**config.mk**
```make
export PLATFORM = sky130hd
export DESIGN_NAME = regfile_scoreboard
export DESIGN_NICKNAME = d
export VERILOG_FILES = /design/src/rtl/regfile_scoreboard.sv
export SDC_FILE = /design/constraint.sdc
export NUM_CORES = 1
export LEC_CHECK = 0
export CORE_ASPECT_RATIO = 1.25
export CORE_MARGIN = 3
export CORE_UTILIZATION = 35
export CTS_CLUSTER_SIZE = 24
export DETAILED_ROUTE_END_ITERATION = 8
export GPL_TIMING_DRIVEN = 0
export PLACE_DENSITY_LB_ADDON = 0.15
export SLEW_MARGIN = 20
export SYNTH_ARGS = -nofsm -noshare
export SYNTH_HDL_FRONTEND = slang
export SYNTH_SLANG_ARGS = --single-unit
```
**constraint.sdc**
```tcl
create_clock -name clk -period 2.25 [get_ports clk]
set_input_delay 0.45 -clock clk [delete_from_list [all_inputs] [get_ports clk]]
set_output_delay 0.45 -clock clk [all_outputs]
set_load 0.005 [all_outputs]
```
**src/rtl/regfile_scoreboard.sv**
```systemverilog
// Parametrised register file with two read ports, a write/clear port, a pending
// scoreboard and a request-driven sweep that clears one entry per cycle.
module regfile_scoreboard #(
    parameter int WIDTH    = 8,
    parameter int DEPTH    = 8,
    parameter int ZERO_REG = 0,
    parameter int BYPASS   = 1,
    localparam int AW      = $clog2(DEPTH)
) (
    input  logic             clk,
    input  logic             reset_all,
    input  logic             we,
    input  logic             clr,
    input  logic [AW-1:0]    waddr,
    input  logic [WIDTH-1:0] wdata,
    input  logic             rsv,
    input  logic [AW-1:0]    rsv_addr,
    input  logic [AW-1:0]    raddr_a,
    input  logic [AW-1:0]    raddr_b,
    input  logic             b_sel,
    input  logic [WIDTH-1:0] imm_b,
    output logic [WIDTH-1:0] rdata_a,
    output logic [WIDTH-1:0] rdata_b,
    output logic             busy_a,
    output logic             busy_b,
    input  logic             sweep_req,
    output logic             sweep_busy,
    output logic             sweep_done
);

    typedef enum logic {IDLE, SWEEP} state_t;

    state_t             state, state_n;
    logic [AW-1:0]      idx, idx_n;
    logic               done_n;
    logic [WIDTH-1:0]   regs [DEPTH];
    logic [DEPTH-1:0]   pending;

    logic               sweeping;
    logic               wr_en;
    logic               rsv_en;
    logic [WIDTH-1:0]   wr_val;

    // Out-of-range addresses and the hardwired zero register are never targets.
    function automatic logic addr_ok(input logic [AW-1:0] a);
        return (int'(a) < DEPTH) && !((ZERO_REG != 0) && (a == '0));
    endfunction

    assign sweeping   = (state == SWEEP);
    assign sweep_busy = sweeping;
    assign wr_en      = !sweeping && (we || clr) && addr_ok(waddr);
    assign rsv_en     = !sweeping && rsv && addr_ok(rsv_addr);
    assign wr_val     = clr ? '0 : wdata;

    always_comb begin
        state_n = state;
        idx_n   = idx;
        done_n  = 1'b0;
        case (state)
            IDLE: begin
                if (sweep_req) begin
                    state_n = SWEEP;
                    idx_n   = '0;
                end
            end
            SWEEP: begin
                if (idx == AW'(DEPTH - 1)) begin
                    state_n = IDLE;
                    idx_n   = '0;
                    done_n  = 1'b1;
                end else begin
                    idx_n = idx + 1'b1;
                end
            end
            default: state_n = IDLE;
        endcase
    end

    always_ff @(posedge clk or posedge reset_all) begin
        if (reset_all) begin
            state      <= IDLE;
            idx        <= '0;
            sweep_done <= 1'b0;
        end else begin
            state      <= state_n;
            idx        <= idx_n;
            sweep_done <= done_n;
        end
    end

    // A reservation is applied after the write so it wins on the same address.
    always_ff @(posedge clk or posedge reset_all) begin
        if (reset_all) begin
            for (int i = 0; i < DEPTH; i++) begin
                regs[i] <= '0;
            end
            pending <= '0;
        end else if (sweeping) begin
            for (int i = 0; i < DEPTH; i++) begin
                if (idx == AW'(i)) begin
                    regs[i]    <= '0;
                    pending[i] <= 1'b0;
                end
            end
        end else begin
            for (int i = 0; i < DEPTH; i++) begin
                if (wr_en && (waddr == AW'(i))) begin
                    regs[i]    <= wr_val;
                    pending[i] <= 1'b0;
                end
                if (rsv_en && (rsv_addr == AW'(i))) begin
                    pending[i] <= 1'b1;
                end
            end
        end
    end

    logic [WIDTH-1:0] arr_a, arr_b;
    logic             pend_a, pend_b;
    logic             hit_a, hit_b;

    always_comb begin
        arr_a  = '0;
        arr_b  = '0;
        pend_a = 1'b0;
        pend_b = 1'b0;
        for (int i = 0; i < DEPTH; i++) begin
            if (raddr_a == AW'(i)) begin
                arr_a  = regs[i];
                pend_a = pending[i];
            end
            if (raddr_b == AW'(i)) begin
                arr_b  = regs[i];
                pend_b = pending[i];
            end
        end
        if (!addr_ok(raddr_a)) begin
            arr_a  = '0;
            pend_a = 1'b0;
        end
        if (!addr_ok(raddr_b)) begin
            arr_b  = '0;
            pend_b = 1'b0;
        end
    end

    // Forwarding presents the value being written; busy then reflects only a same-cycle reservation.
    always_comb begin
        hit_a   = (BYPASS != 0) && wr_en && (waddr == raddr_a);
        hit_b   = (BYPASS != 0) && wr_en && (waddr == raddr_b);
        rdata_a = hit_a ? wr_val : arr_a;
        busy_a  = hit_a ? (rsv_en && (rsv_addr == raddr_a)) : pend_a;
        rdata_b = imm_b;
        busy_b  = 1'b0;
        if (b_sel) begin
            rdata_b = hit_b ? wr_val : arr_b;
            busy_b  = hit_b ? (rsv_en && (rsv_addr == raddr_b)) : pend_b;
        end
    end

endmodule

```
---- Word-level counts from Yosys, hierarchy flattened ----
Cells that the tools add are included.
storage, ports and cells
  register bits after elaboration ......... 77
  bits of input ports ..................... 35
cells by class
  $add $sub $neg .......................... 1
  eq/ne operators ......................... 48
  multiplexer cells ....................... 89
  bitwise operators ....................... 1
  reduce and logical (&&, ||, !) cells .... 61
operators by type and width
  kind                   number
  $mux W8                37
  $mux W64               1
  $eq A3 B3 Y1 const B   20
  $mux W1                47
  $reduce_and A2 Y1      16
  $eq A3 B2 Y1 const B   10
  $reduce_bool A3 Y1     8
  $logic_and A1 B1 Y1    22
  $ne A2 B1 Y1 const B   8
  $reduce_bool A2 Y1     8
  $eq A3 B1 Y1 const B   5
  $logic_not A3 Y1       5
  $eq A3 B3 Y1           4
  $mux W3                2
  $pmux W3 S2            1
  $add A3 B1 Y3 const B  1
  $ne A2 B2 Y1 const B   1
  $pmux W1 S2            1
  $logic_not A1 Y1       1
  $logic_or A1 B1 Y1     1
  $not A1 Y1             1

---- Depth between registers and ports, before layout ----
  depth after elaboration ................. 11
  depth in mapped cells ................... 8
  mapped depth without buffers ............ 5

---- Least setup slack after synthesis ----
No wires, ideal clock.
  path kind ............................... input-to-output
  start ................................... input waddr[0]
  end ..................................... output busy_b
  arrival ................................. 1.683 ns
  required time ........................... 1.800 ns
  path slack .............................. 0.117 ns
  stages .................................. 7
  path buffers ............................ 2
  cells stage by stage .................... clkbuf_2 xor2_1 or4_1 buf_6 o21ai_2 a21oi_2 a21oi_2
between the ends
  word-level cells in the longest chain between the ends .. 4
ends and longest elaborated chain
  element              RTL line  source
  start, declared      14        input logic [AW-1:0] waddr,
  $eq A3 B3 Y1         150       hit_b = (BYPASS != 0) && wr_en && (waddr == raddr_b);
  $logic_and A1 B1 Y1  150
  $mux W1              157       busy_b = hit_b ? (rsv_en && (rsv_addr == raddr_b)) : pend_b;
  $mux W1              155       if (b_sel) begin
  end, declared        25        output logic busy_b,
No other way between the ends.

---- Worst setup path in the final report ----
  start ................................... input raddr_b[0]
  end ..................................... output busy_b
between the ends
  word-level cells in the longest chain between the ends .. 11
ends and longest elaborated chain
  element                RTL line  source
  start, declared        19        input logic [AW-1:0] raddr_b,
  $logic_not A3 Y1       132       if (raddr_b == AW'(i)) begin
  $mux W1 (8 in series)  132
  $mux W1 (*)            157
  $mux W1 (*)            155
Mark *: on every way between the ends. The rest lies on a longest branch, timed or not.

==> results.sh <==
export IMPL_pwr_share_seq=0.365
export IMPL_synth_seq_cells=77
export IMPL_synth_edf_count=0
export IMPL_io_pins=55
export IMPL_cts_root_buf="clkbuf_16"
export IMPL_setup_viol=15
export IMPL_drt_iter0_drc=393
export IMPL_cts_num_sinks=77
export IMPL_finalInstanceArea_um2=6410
export IMPL_setup_ws_ns=-0.310
export IMPL_synth_compound_area_frac=0.169
export IMPL_port_buffers=44
export IMPL_grt_pass1_vias=4679
export IMPL_switchingPower_mw=2.52
export IMPL_power_density_nw_per_um2=1080
export IMPL_clockBufferDepth=2
export IMPL_synthTopCellsByArea="dfrtp_1 39%, mux2_2 11%, mux2i_1 5.2%"
export IMPL_synth_xor_area_share=0.0211
export IMPL_place_area_um2=5690
export IMPL_finClkSkew_ns=0.00528
export IMPL_ir_worst_vdd_mv=0.598
export IMPL_initial_core_util=0.360
export IMPL_drv_slew=0
export IMPL_die_area_um2=15700
export IMPL_violations="negative setup slack"
export IMPL_synth_area_um2=4990
export IMPL_ys_types=51
export IMPL_p_leak_nw=2.87
export IMPL_core_um2=13900
export IMPL_grt_pass1_wl_um=28400
export IMPL_hp_class="primary input to async pin"
export IMPL_area_growth_pct=28.4
export IMPL_start_kind="primary input"
export IMPL_p_total_mw=6.92
export IMPL_routed_wl_um=18700
export IMPL_dr_pass1_iters=6
export IMPL_place_congestion=0.908
export IMPL_syn_area_per_cell_um2=9.67
export IMPL_slew_headroom=0.300
export IMPL_worstPathCellList="buf_2 -> xor2_1 -> or4_4 -> buf_6 -> buf_6 -> o21ai_2 -> a21oi_2 -> a21oi_2 -> buf_2"
export IMPL_maxCapViolations=0
export IMPL_drive_above_1_share=0.316
export IMPL_critPathBufInv=4
export IMPL_finalCriticalPeriod_ns=2.56
export IMPL_cp_top_family="buffers and inverters"
export IMPL_yosys_area_share_simple=0.148
export IMPL_worstMarginPinSlew_ns=1.05
export IMPL_ys_warn_count=0
export IMPL_wl_per_cell_um=24.1
export IMPL_path_class="primary input to output port"
export IMPL_outcome="finished, violations left"
export IMPL_synth_top_area_frac=0.386
export IMPL_critical_path_slowest_cell="or4_4"
export IMPL_cp_data_arrival_time_ns=2.11
export IMPL_fmax_mhz=391
export IMPL_vias=4612
export IMPL_hold_viol=0
export IMPL_synth_mux_area_frac=0.203
export IMPL_rsz0062_at_grt="true"
export IMPL_fin_nets=637
export IMPL_holdBufCountCts=0
export IMPL_clkPwrFrac=0.248
export IMPL_holdWs_ns=0.455
export IMPL_p_int_mw=4.40
export IMPL_antenna_found_initial=0
export IMPL_pwr_share_comb=0.387
export IMPL_tns_ns=-2.72
export IMPL_ys_seq_area_frac=0.386
export IMPL_path_clk_slew_ns=0.06
export IMPL_htree_levels=3
export IMPL_crit_required_ns=1.80
export IMPL_ant_nets=0
export IMPL_worstSkewPairLatency_ns=0.36
export IMPL_synth_top_flop_cell="dfrtp_1"
export IMPL_synth_top_family_by_area="multiplexers"
export IMPL_antenna_cells=0
export IMPL_syn_instance_count=516
export IMPL_drcViolationCount=0
export IMPL_grt_max_degree=32
export IMPL_grt_overflow=0
export IMPL_rows=48
export IMPL_crit_fanout=8
export IMPL_p_sw_frac=0.364
export IMPL_cts_tree="done"
export IMPL_numCtsBuffers=9
export IMPL_syn_nets=557
export IMPL_die_y_um=140
export IMPL_yosys_area_share_adder=0.0150
export IMPL_detailed_place_hpwl_um=12800
export IMPL_synth_async_reset_ratio=1.00
export IMPL_viasPerCell=5.94
export IMPL_synth_top_cell_by_area="dfrtp_1"
export IMPL_track_usage=0.241
export IMPL_dieWidth_um=113
export IMPL_finalCritPeriodShare=1.14
export IMPL_crit_path_end_kind="output port"
export IMPL_slowest_delay_ns=0.58
==> power by group through the flow <==
stage          clock network (mW)  logic, mW  registers (mW)
2_1_floorplan                   0       1.74            2.32
6_report                     1.72       2.67            2.52
3_5_place_dp                    0       2.54            2.51
5_1_grt                      1.78       2.91            2.59
4_1_cts                      1.73       2.59            2.50
3_3_place_gp                    0       2.48            2.50
==> final timing paths <==
check	from	slack, ns	endpoint	depth (start not counted)
min in group clk	rsv_addr[0]	0.49	pending[3]	3
setup / recovery	raddr_b[0]	-0.31	busy_b	9
hold reg to reg	regs[29]	0.52	regs[29]	2
setup reg to reg	sweep_busy	0.14	regs[20]	5
hold / removal	reset_all	0.45	pending[4]	2
max in group asynchronous	reset_all	1.06	sweep_busy	4
==> final cells by class <==
type | instances | area (um^2)
plain buffers | 35 | 230
clock buffers | 12 | 246
clock inverters | 4 | 95.1
fillers | 1313 | 7470
inverters | 23 | 90.1
multi-input cells | 378 | 2950
flip-flops and latches | 77 | 1930
well taps | 175 | 219
repair buffers | 72 | 651
==> layout by cell type, fill, tap and decap left out, types with 7 or more instances in the layout <==
cell type / instances
a21oi_1: 11
buf_2: 28
buf_4: 19
buf_6: 16
clkbuf_16: 9
clkdlybuf4s50_1: 21
dfrtp_1: 77
inv_1: 22
mux2_2: 47
mux2i_1: 26
mux4_2: 10
nand2_1: 48
nand2b_1: 8
nand3_1: 9
nor2_1: 32
nor2b_1: 15
o21ai_0: 40
o221ai_1: 8
o22ai_1: 7
xor2_1: 11
==> per-stage QoR <==
stage / setup WS [ns] / util / cells
detailed placement: -1.31 / 0.410 / 737
floorplan: 0.117 / - / 516
global placement: -1.30 / 0.408 / 735
global route: -0.381 / 0.462 / 776
CTS: -0.412 / 0.453 / 775
finish: -0.310 / 0.462 / 776
==> cells in the mapped netlist, types with 3 or more instances <==
master     instances
dfrtp_1           77
nand2_1           50
mux2_2            47
o21ai_0           43
nor2_1            35
mux2i_1           26
buf_2             23
inv_1             23
nor2b_1           18
a21oi_1           17
xor2_1            12
nand3_1           11
mux4_2            10
nand2b_1          10
clkbuf_1           8
o221ai_1           8
o22ai_1            8
a22o_1             6
ha_1               6
o21ai_1            6
o2bb2ai_1          6
and2_1             5
a31oi_1            4
a32oi_1            4
nor3_1             4
a2111oi_0          3
a211oi_1           3
and3_1             3
buf_4              3
or3_1              3
==> state kept, by name, indices dropped and copies added (netlist names) <==
signal,cells
sweep_done,1
sweep_busy,1
regs,64
pending,8
idx,3
==> what timing repair did <==
item / CTS / global route
resized for setup: 128 / 41
endpoints found under the setup margin: 50 / 31
buffers inserted: 21 / 7
cloned: 1 / 0
pin swaps: 12 / 8
==> cell families after synthesis <==
family / after synthesis
DFF: 77
adders and majority gates: 6
buffers and inverters: 61
and+or+nand+nor: 149
AOI/OAI and AO/OA: 128
muxes: 83
xor gates and xnor gates: 12
==> routing by layer <==
metal	global-route usage	part of all wire	up-vias
met5	0	0	-
met4	0.125	0.044	0
met3	0.0422	0.069	56
met2	0.387	0.49	244
met1	0.310	0.40	2294
li1	-	-	2018
Note: power is estimated with default switching activity, not from simulation.
